### src/rtl/hilo_pkg.sv
// Shared definitions for the HI/LO control block: funct codes, FSM state type,
// default divider latency, and the HI/LO opcode decode helper.
// Optional feature macro: HILO_MTHI_MTLO_EN (MTHI/MTLO recognised when defined).
package hilo_pkg;

    localparam int DIV_LATENCY_DEF = 34;

    localparam logic [5:0] FN_MFHI = 6'b010000;
    localparam logic [5:0] FN_MTHI = 6'b010001;
    localparam logic [5:0] FN_MFLO = 6'b010010;
    localparam logic [5:0] FN_MTLO = 6'b010011;
    localparam logic [5:0] FN_DIVU = 6'b011011;

    typedef enum logic {
        ST_IDLE = 1'b0,
        ST_BUSY = 1'b1
    } hilo_state_e;

    // True for every funct this block owns; only these can be stalled.
    function automatic logic is_hilo_op(input logic [5:0] f);
        logic hit;
        hit = (f == FN_MFHI) || (f == FN_MFLO) || (f == FN_DIVU);
`ifdef HILO_MTHI_MTLO_EN
        hit = hit || (f == FN_MTHI) || (f == FN_MTLO);
`endif
        return hit;
    endfunction

endpackage

### src/rtl/hilo_fsm.sv
// Divide sequencer: IDLE/BUSY state, latency counter and divider load pulse.
// Latency: busy for DIV_LATENCY cycles after start_i; done_o in the last one.
// Backpressure: none internally; the top stalls HI/LO ops while busy_o is high.
// Ports: clk, reset (sync, active-high), start_i (accepted non-zero DIVU),
//        busy_o, div_start_o (first BUSY cycle), done_o (comb, last BUSY cycle).
module hilo_fsm
    import hilo_pkg::*;
#(
    parameter int DIV_LATENCY = DIV_LATENCY_DEF
) (
    input  logic clk,
    input  logic reset,
    input  logic start_i,
    output logic busy_o,
    output logic div_start_o,
    output logic done_o
);

    localparam int CW = $clog2(DIV_LATENCY + 1);

    hilo_state_e    state_q, state_d;
    logic [CW-1:0]  cnt_q, cnt_d;
    logic           div_start_q, div_start_d;

    always_ff @(posedge clk) begin
        if (reset) begin
            state_q     <= ST_IDLE;
            cnt_q       <= '0;
            div_start_q <= 1'b0;
        end else begin
            state_q     <= state_d;
            cnt_q       <= cnt_d;
            div_start_q <= div_start_d;
        end
    end

    always_comb begin
        state_d     = state_q;
        cnt_d       = cnt_q;
        div_start_d = 1'b0;
        done_o      = 1'b0;
        case (state_q)
            ST_IDLE: begin
                if (start_i) begin
                    state_d     = ST_BUSY;
                    cnt_d       = CW'(DIV_LATENCY);
                    div_start_d = 1'b1;
                end
            end
            ST_BUSY: begin
                cnt_d = cnt_q - CW'(1);
                // Counter value 1 marks the final BUSY cycle: result is valid now.
                if (cnt_q == CW'(1)) begin
                    done_o  = 1'b1;
                    state_d = ST_IDLE;
                end
            end
            default: state_d = ST_IDLE;
        endcase
    end

    assign busy_o      = (state_q == ST_BUSY);
    assign div_start_o = div_start_q;

endmodule

### src/rtl/hilo_ctrl.sv
// HI/LO register control: sequences an external DIVU divider, holds HI/LO, serves MFHI/MFLO.
// Latency: MF* result one cycle after accept; DIVU result in HI/LO after DIV_LATENCY cycles.
// Backpressure: stall (comb) holds any HI/LO op while a divide is in flight; others pass.
// Ports: clk, reset (sync, active-high), valid_in/funct/rs_data/rt_data (instruction),
//        stall, busy, div_start/div_dividend/div_divisor/div_result (divider link),
//        rd_data/rd_valid (MF* read), div_zero (DIVU by zero pulse).
// Optional feature macro: HILO_MTHI_MTLO_EN enables MTHI/MTLO writes.
module hilo_ctrl
    import hilo_pkg::*;
#(
    parameter int DIV_LATENCY = DIV_LATENCY_DEF
) (
    input  logic        clk,
    input  logic        reset,
    input  logic        valid_in,
    input  logic [5:0]  funct,
    input  logic [31:0] rs_data,
    input  logic [31:0] rt_data,
    output logic        stall,
    output logic        div_start,
    output logic [31:0] div_dividend,
    output logic [31:0] div_divisor,
    input  logic [63:0] div_result,
    output logic [31:0] rd_data,
    output logic        rd_valid,
    output logic        div_zero,
    output logic        busy
);

    logic        accept;
    logic        divu_acc;
    logic        div_go;
    logic        div_done;

    logic [31:0] hi_q, hi_d;
    logic [31:0] lo_q, lo_d;
    logic [31:0] dvd_q, dvd_d;
    logic [31:0] dvs_q, dvs_d;
    logic [31:0] rd_data_q, rd_data_d;
    logic        rd_valid_q, rd_valid_d;
    logic        div_zero_q, div_zero_d;

    assign stall    = busy & valid_in & is_hilo_op(funct);
    assign accept   = valid_in & ~stall;
    assign divu_acc = accept & (funct == FN_DIVU);
    // DIVU is stalled while busy, so a start can only arrive in IDLE.
    assign div_go   = divu_acc & (rt_data != 32'd0);

    hilo_fsm #(
        .DIV_LATENCY (DIV_LATENCY)
    ) u_fsm (
        .clk         (clk),
        .reset       (reset),
        .start_i     (div_go),
        .busy_o      (busy),
        .div_start_o (div_start),
        .done_o      (div_done)
    );

    always_comb begin
        hi_d       = hi_q;
        lo_d       = lo_q;
        dvd_d      = dvd_q;
        dvs_d      = dvs_q;
        rd_data_d  = rd_data_q;
        rd_valid_d = 1'b0;
        div_zero_d = divu_acc & (rt_data == 32'd0);

        if (div_go) begin
            dvd_d = rs_data;
            dvs_d = rt_data;
        end

        if (div_done) begin
            hi_d = div_result[63:32];
            lo_d = div_result[31:0];
        end

`ifdef HILO_MTHI_MTLO_EN
        // MT* are stalled while busy, so they never collide with div_done.
        if (accept && funct == FN_MTHI) hi_d = rs_data;
        if (accept && funct == FN_MTLO) lo_d = rs_data;
`endif

        if (accept && funct == FN_MFHI) begin
            rd_data_d  = hi_q;
            rd_valid_d = 1'b1;
        end else if (accept && funct == FN_MFLO) begin
            rd_data_d  = lo_q;
            rd_valid_d = 1'b1;
        end
    end

    always_ff @(posedge clk) begin
        if (reset) begin
            hi_q       <= '0;
            lo_q       <= '0;
            dvd_q      <= '0;
            dvs_q      <= '0;
            rd_data_q  <= '0;
            rd_valid_q <= 1'b0;
            div_zero_q <= 1'b0;
        end else begin
            hi_q       <= hi_d;
            lo_q       <= lo_d;
            dvd_q      <= dvd_d;
            dvs_q      <= dvs_d;
            rd_data_q  <= rd_data_d;
            rd_valid_q <= rd_valid_d;
            div_zero_q <= div_zero_d;
        end
    end

    assign div_dividend = dvd_q;
    assign div_divisor  = dvs_q;
    assign rd_data      = rd_data_q;
    assign rd_valid     = rd_valid_q;
    assign div_zero     = div_zero_q;

endmodule

### config.mk
export PLATFORM = sky130hd
export DESIGN_NAME = hilo_ctrl
export DESIGN_NICKNAME = d
export VERILOG_FILES = /design/src/rtl/hilo_pkg.sv /design/src/rtl/hilo_fsm.sv /design/src/rtl/hilo_ctrl.sv
export SDC_FILE = /design/constraint.sdc
export NUM_CORES = 1
export LEC_CHECK = 0
export CAP_MARGIN = 20
export CELL_PAD_IN_SITES_DETAIL_PLACEMENT = 0
export CELL_PAD_IN_SITES_GLOBAL_PLACEMENT = 1
export CORE_UTILIZATION = 34
export CTS_CLUSTER_SIZE = 25
export DETAILED_ROUTE_END_ITERATION = 8
export PLACE_DENSITY_LB_ADDON = 0.1
export SLEW_MARGIN = 20
export SYNTH_ARGS = -nofsm -noshare
export SYNTH_HDL_FRONTEND = slang
export SYNTH_SLANG_ARGS = --single-unit
### constraint.sdc
create_clock -name clk -period 2.1 [get_ports clk]
set_input_delay 0.42 -clock clk [delete_from_list [all_inputs] [get_ports clk]]
set_output_delay 0.42 -clock clk [all_outputs]
set_load 0.02 [all_outputs]
# After elaboration in Yosys (flattened, before gate mapping)
# Index checks and enable logic that the tools add are counted.
[word_totals]
regBits = 170
output_inout_bits = 101
word_cells = 43
[op_classes]
addsub = 1
n_eq_ne = 5
n_mux = 11
n_bitwise = 8
reduce_logical = 8
[op_table]
columns = ["cell", "count"]
rows = [
  ["32-bit 2-to-1 mux", 2],
  ["32-bit logical NOT", 1],
  ["32-bit nonzero test", 1],
  ["6-bit by 5-bit == test with 1-bit output (second input constant)", 3],
  ["6-bit one-hot mux with 2 select lines", 1],
  ["1-bit AND", 6],
  ["6-bit by 1-bit == test with 1-bit output (second input constant)", 1],
  ["1-bit 2-to-1 mux", 6],
  ["6-bit 2-to-1 mux", 1],
  ["6-bit by 1-bit subtractor with 6-bit output (second input constant)", 1],
  ["1-bit logical AND", 2],
  ["1-bit logical OR", 2],
  ["2-bit inequality test (second input constant)", 1],
  ["1-bit NOT", 2],
  ["1-bit one-hot mux with 2 select lines", 1],
  ["2-bit nonzero test", 1],
  ["2-bit OR reduction", 1],
]

# Depth between registers and ports, before layout
# Gate-level depths: netlist of the first run.
[depth]
word_depth = 10
mapped_depth = 8
ltp_nobuf = 6

# Hierarchy
# From an unflattened synthesis of the first run, not the netlist that was laid out.
[hier_totals]
hier_cells = 690
hier_area_um2 = 7086.8
[by_module_without_submodules]
columns = ["module", "n_inst", "cells_each", "area_each_um2"]
rows = [
  ["hilo_ctrl", 1, 649, 6693.9],
  ["hilo_fsm", 1, 41, 392.9],
]

# Worst setup path after synthesis of the first run
# Ideal clock, no wire load.
[synth_path]
path_kind = "input port to flip-flop"
from = "input funct[1]"
to = "register dvd_q[0] (netlist: div_dividend[0])"
setup_time_ns = 0.072
arrival_ns = 1.579
required_ns = 2.028
path_slack_ns = 0.449
cell_stages = 7
path_buffers = 3
cell_sequence = "buf_4 nand3_1 or3_4 a21oi_2 buf_6 buf_6 mux2i_1"
[synth_via]
elab_chain_len = 8
word_cells_on_any_way = 10
[synth_lines]
columns = ["item", "line_no", "text"]
rows = [
  ["start, declared", "hilo_ctrl.sv:16", "input logic [5:0] funct,"],
  ["6-bit by 5-bit == test with 1-bit output", "hilo_pkg.sv:22", "hit = (f == FN_MFHI) || (f == FN_MFLO) || (f == FN_DIVU);"],
  ["1-bit logical OR (2 in a row)", "hilo_pkg.sv:22", ""],
  ["1-bit AND", "hilo_ctrl.sv:43", "assign stall = busy & valid_in & is_hilo_op(funct);"],
  ["1-bit NOT", "hilo_ctrl.sv:44", "assign accept = valid_in & ~stall;"],
  ["1-bit AND", "hilo_ctrl.sv:44", ""],
  ["1-bit AND *", "hilo_ctrl.sv:45", "assign divu_acc = accept & (funct == FN_DIVU);"],
  ["1-bit AND *", "hilo_ctrl.sv:47", "assign div_go = divu_acc & (rt_data != 32'd0);"],
  ["end signal, assigned", "hilo_ctrl.sv:106", "dvd_q <= dvd_d;"],
  ["end, declared", "hilo_ctrl.sv:37", "logic [31:0] dvd_q, dvd_d;"],
]
# Mark *: on every way between the ends. The rest lies on a longest branch, timed or not.
# A chain may end at the register's enable or synchronous reset.

# Worst setup path after layout of the first run
[layout_path]
from = "input funct[5]"
to = "register dvs_q[27] (netlist: div_divisor[27])"
[layout_via]
elab_chain_len = 8
word_cells_on_any_way = 10
[layout_lines]
columns = ["item", "line_no", "text"]
rows = [
  ["6-bit by 5-bit == test with 1-bit output", "hilo_pkg.sv:22", ""],
  ["1-bit logical OR (2 in a row)", "hilo_pkg.sv:22", ""],
  ["1-bit AND", "hilo_ctrl.sv:43", ""],
  ["1-bit NOT", "hilo_ctrl.sv:44", ""],
  ["1-bit AND", "hilo_ctrl.sv:44", ""],
  ["1-bit AND *", "hilo_ctrl.sv:45", ""],
  ["1-bit AND *", "hilo_ctrl.sv:47", ""],
  ["end signal, assigned", "hilo_ctrl.sv:107", "dvs_q <= dvs_d;"],
  ["end, declared", "hilo_ctrl.sv:38", "logic [31:0] dvs_q, dvs_d;"],
]
# Marks and branches as above.

==> qor.yml, run 1 <==
reg2reg_to: "hi_q[29]$_SDFFE_PP0P_"
ir_worst_vdd_uv: 510
min_period_ns: 1.92
syn-instance-count: 761
tns_ns: 0
drive_gt1_share_pct: 8.55
yosysMostFrequentCell: "dfxtp_1"
cp_max_fo: 18
synth-compound-area-share_pct: 9.09
initial_utilization_pct: 34.7
yosys.area_share.xor_xnor_pct: 0.373
core_mm2: 0.0203
antennaDiodeCount: 0
synth_mux_area_share_pct: 13.6
p_leak_nw: 3.58
io-pin-count: 238
post-dp-hpwl_mm: 12.4
max-clock-path-buffers: 2
status: "complete, no violations"
layout.cells.non_filler: 1287
slew_violations: 0
whs_ns: 0.452
maxSlewHeadroom_pct: 58.9
grt_usage_pct: 17.5
place_congestion: 0.724
reg2regPathDepth: 5
synth_fp_nets: 900
crit_arrival_ns: 2.27
clock-sinks: 170
cp.required_ns: 2.45
tightest_slew_ns: 0.616
dp_cells: 1255
cts_hold_buffers: 0
finClkSkew_ns: 0.0131
syn_area_mm2: 0.00705
fmaxAchievable_mhz: 522
vias: 5825
setup_ws_ns: 0.183
grt_pass1_wl_mm: 29.5
area_growth_pct: 48.5
synth_seq_cells: 170
synthTopCellsByArea: "dfxtp_1, mux2i_1, nand2b_1, nand2_1, a21oi_1"
synthArstFlopShare_pct: 0
synthSimpleGateAreaFrac_pct: 22.8
root_buffer: "clkbuf_16"
route.final.wire_length_mm: 18.2
synth_top_area_share_pct: 48.3
cts_max_level: 4
drtIter0Drc: 243
yosys_warnings: 0
drc: 0
fp.dieH_um: 146
cts_tree: "built"
powerDensity_mw_per_mm2: 658
hp-start: "hi_q[4]$_SDFFE_PP0P_"
hold_class: "flip-flop to flip-flop"
yosysUniqueCellTypes: 35
worstSetupStartpointType: "input port"
nets: 1143
grt_overflow: 0
fin_crit_sh_pct: 91.3
r2r_setup_slack_ns: 0.35
viasPerCell: 4.53
numCtsBuffers: 17
path_class: "input port to flip-flop"
synth_top_family_by_area: "simple AND/OR/NAND/NOR gates"
synth_flop_cell: "dfxtp_1"
io_buffers: 237
synth_area_leader_cell: "dfxtp_1"
end_kind: "flip-flop"
clk_pin_slew_ns: 0.07
hold_viol: 0
die_area_mm2: 0.0213
grt_max_degree: 89
post_drt_wl_per_cell_um: 14.1
fp.dieW_um: 146
clkLatencyLatePin_ns: 0.42
maxCapViolCount: 0
timing.rr.start: "u_fsm.cnt_q[3]$_SDFFE_PP0P_"
min_to: "hi_q[4]$_SDFFE_PP0P_"
pre_cts_slack_ns: -0.241
setup_viol: 0
synth-edff-count: 0
antenna_found_initial: 0
ys_top_cells_by_count: "dfxtp_1, nand2_1, nand2b_1"
finalCoreUtilization_pct: 51.5
postRouteAntennaNets: 0
fill_cells: 1973
rows: 52
synth_fa_ha_area_share_pct: 0.355
whs_path_depth: 2
rsz0062_at_grt: "no"
grt_pass1_vias: 5710
syn_avg_cell_area_um2: 9.26
ys_seq_area_share_pct: 48.3
first_pass_iters: 4
-- cell type report --
type / instances / area, µm² / area share [%]
tap: 270 / 338 / 3.23
clock buffer: 19 / 443 / 4.23
multi-input combinational: 527 / 3280 / 31.3
sequential: 170 / 3400 / 32.5
timing repair buffer: 284 / 2850 / 27.3
inverter: 4 / 15.0 / 0.144
clock inverter: 13 / 131 / 1.26
-- metal layers --
layer  global-route usage [%]  vias up  part of all wire [%]
li1                         -     3029                     -
met1                     22.1     2629                    46
met2                     28.1      150                    45
met3                     5.83       17                   7.2
met4                     5.37        0                   1.3
met5                        0        -                     0
-- state kept, by name (all words and copies together) (netlist names) --
name,flops
div_zero,1
u_fsm.busy_o,1
u_fsm.div_start_o,1
hi_q,32
u_fsm.cnt_q,6
lo_q,32
div_divisor,32
rd_valid,1
rd_data,32
div_dividend,32
-- timing repair --
| item | in CTS | in global routing |
|---|---|---|
| setup buffers | 0 | 0 |
| setup endpoints to repair | 1 | 1 |
| gates resized for setup | 1 | 2 |
-- layout by cell type (no fill, tap or decap), types with 2 or more instances in the layout --
| cell type | n |
|---|---|
| clkdlybuf4s50_1 | 234 |
| dfxtp_1 | 170 |
| nand2_1 | 131 |
| nand2b_1 | 128 |
| mux2i_1 | 96 |
| a21oi_1 | 65 |
| buf_4 | 36 |
| nor2_1 | 33 |
| a211oi_1 | 33 |
| clkbuf_16 | 17 |
| buf_12 | 11 |
| nor4_1 | 8 |
| inv_1 | 4 |
| nor3_1 | 4 |
| inv_6 | 4 |
| clkinvlp_4 | 4 |
| or3_4 | 2 |
| and4_1 | 2 |
| o31a_1 | 2 |
| xnor2_1 | 2 |
| ha_1 | 2 |
| inv_8 | 2 |
-- worst max-delay path, stage by stage --
cell             delay (ns)
clkdlybuf4s50_1        0.40
nand4bb_1              0.25
or3_4                  0.40
a21oi_4                0.20
buf_4                  0.35
mux2i_1                0.23
-- metrics by stage --
stage	power, mW	cell area [µm²]
2_1_floorplan	3.51	7050
3_3_place_gp	3.88	9890
3_5_place_dp	3.88	9890
4_1_cts	6.99	10500
5_1_grt	7.16	10500
6_report	6.88	10500
-- worst max path at each step --
stage,from,endpoint,slack [ns],cells past startpoint
final,funct[5],div_divisor[27]$_SDFFE_PP0P_,0.18,6
after global routing,u_fsm.busy_o$_SDFF_PP0_,busy,0.09,1
after CTS,funct[5],stall,0.04,5
after detailed placement,funct[5],div_divisor[27]$_SDFFE_PP0P_,-0.24,6
after global placement,funct[5],stall,-0.19,5
after floorplan,funct[1],div_dividend[0]$_SDFFE_PP0P_,0.45,7
-- cell families (layout without fill, tap and decap cells) --
logic type	Yosys count	count (layout)
compound gates	107	107
xor+xnor	3	3
fa+ha+maj	2	2
buf+inv	64	320
flops	170	170
mux	96	96
simple gates	319	319
-- power by group --
| group | switching (mW) | internal [mW] |
|---|---|---|
| combinational | 0.194 | 0.360 |
| clock | 1.38 | 1.70 |
| sequential | 0.00842 | 3.24 |
Power figures use the tool's default switching activity.
==> run 2, diff against run 1 <==
- GPL_TIMING_DRIVEN: default -> 0
==> qor.yml, run 2 (synthesis gave the netlist of run 1 again) <==
fin_crit_sh_pct: 96.5
final_cell_mix: "clkdlybuf4s50_1, dfxtp_1, nand2_1"
maxCapViolCount: 0
antenna_found_initial: 0
clkLatencyLatePin_ns: 0.43
finalCoreUtilization_pct: 51.0
clk_pin_slew_ns: 0.07
ir_worst_vdd_uv: 482
cp_max_fo: 3
max-clock-path-buffers: 2
root_buffer: "clkbuf_16"
drtIter0Drc: 180
tns_ns: 0
vias: 5854
cts_resized: 4
setup_viol: 0
route.final.wire_length_mm: 19.4
die_area_mm2: 0.0213
fill_cells: 1990
hold_viol: 0
maxSlewHeadroom_pct: 42.3
viasPerCell: 4.51
nets: 1154
min_to: "rd_data[31]$_SDFFE_PP0P_"
drc: 0
io-pin-count: 238
numCtsBuffers: 17
timing.rr.start: "u_fsm.cnt_q[3]$_SDFFE_PP0P_"
grt_overflow: 0
p_leak_nw: 3.52
postCtsSetupRepairBufs: 0
postRouteAntennaNets: 0
final_common_cell: "clkdlybuf4s50_1"
fp.dieH_um: 146
slowest_delay_ns: 0.41
area_growth_pct: 46.9
end_kind: "output pin"
p_total_mw: 6.90
clock-sinks: 170
path_class: "input port to output pin"
reg2reg_to: "hi_q[29]$_SDFFE_PP0P_"
finClkSkew_ns: 0.0131
reg2regPathDepth: 6
post_drt_wl_per_cell_um: 14.9
drive_gt1_share_pct: 6.71
place_congestion: 0.771
rows: 52
first_pass_iters: 4
io_buffers: 235
post-dp-hpwl_mm: 14.2
layout.cells.non_filler: 1298
whs_path_depth: 3
grt_usage_pct: 18.6
fmaxAchievable_mhz: 494
status: "complete, no violations"
fp.dieW_um: 146
min_period_ns: 2.03
grt_pass1_vias: 5863
grt_pass1_wl_mm: 31.0
hp-start: "funct[1]"
cts_hold_buffers: 0
grt_max_degree: 19
r2r_setup_slack_ns: 0.38
cp.required_ns: 1.68
cts_max_level: 4
antennaDiodeCount: 0
crit_arrival_ns: 1.61
hold_class: "input port to flip-flop"
cts_tree: "built"
slew_violations: 0
powerDensity_mw_per_mm2: 667
initial_utilization_pct: 34.7
crit_chain: "clkdlybuf4s50_1, nand4bb_4, inv_1, and3_1, clkdlybuf4s15_2"
cpMaxStageDelayCell: "clkdlybuf4s50_1"
worstSetupStartpointType: "input port"
dp_cells: 1266
core_mm2: 0.0203
rsz0062_at_grt: "no"
pre_cts_slack_ns: -0.388
setup_ws_ns: 0.0745
tightest_slew_ns: 0.866
run 2: changes by cell type in the layout (fill, tap and decap cells not counted), sizes merged, moves of 2 or more:
| cell | previous run | this run |
|---|---|---|
| clkinv | 2 | 6 |
| buf | 49 | 30 |
| clkinvlp | 4 | 0 |
| inv | 10 | 12 |
| clkbuf | 20 | 48 |
run 2: final cells by class:
cell class              count  area, µm²  share of cell area [%]
clock buffers              18        439                    4.24
multi-input cells         527       3280                    31.7
inverters                   4       15.0                   0.145
plain buffers              60        374                    3.61
flip-flops and latches    170       3400                    32.9
clock inverters            14        148                    1.43
repair buffers            235       2350                    22.7
well taps                 270        338                    3.26
run 2: worst max-delay path by stage:
stage / cells past startpoint / from / to / slack [ns]
floorplan: 7 / funct[1] / div_dividend[0]$_SDFFE_PP0P_ / 0.45
global placement: 7 / funct[5] / rd_data[19]$_SDFFE_PP0P_ / -0.36
detailed placement: 7 / funct[5] / rd_data[21]$_SDFFE_PP0P_ / -0.39
CTS: 5 / funct[5] / stall / 0.05
global route: 3 / u_fsm.busy_o$_SDFF_PP0_ / stall / 0.01
finish: 5 / funct[5] / stall / 0.07
run 2: metal layers:
layer,GRT usage (%),routed length [µm]
met5,0,0
met4,5.68,191
met3,5.58,1160
met2,29.5,8670
met1,24.3,9360
run 2: stage by stage:
stage | cell area (µm²) | hold WS, ns
after detailed placement | 9740 | 0.446
after floorplan | 7050 | 0.436
after global routing | 10300 | 0.413
final | 10300 | 0.418
after global placement | 9740 | 0.442
after CTS | 10300 | 0.406
run 2: worst max-delay path, delay by kind of cell:
| family | cells | cell delay [ns] |
|---|---|---|
| buf+inv | 3 | 0.75 |
| simple gates | 2 | 0.43 |
run 2: power breakdown:
group / switching [mW] / total (mW) / internal (mW)
Clock: 1.49 / 3.11 / 1.62
Sequential: 0.00865 / 3.24 / 3.24
Combinational: 0.205 / 0.542 / 0.337
Total: 1.70 / 6.90 / 5.19
==> run 3, diff against run 2 <==
- CTS_CLUSTER_DIAMETER: default -> 150
==> results of run 3 <==
Final layout, timing and power as in run 2 (identical DEF).
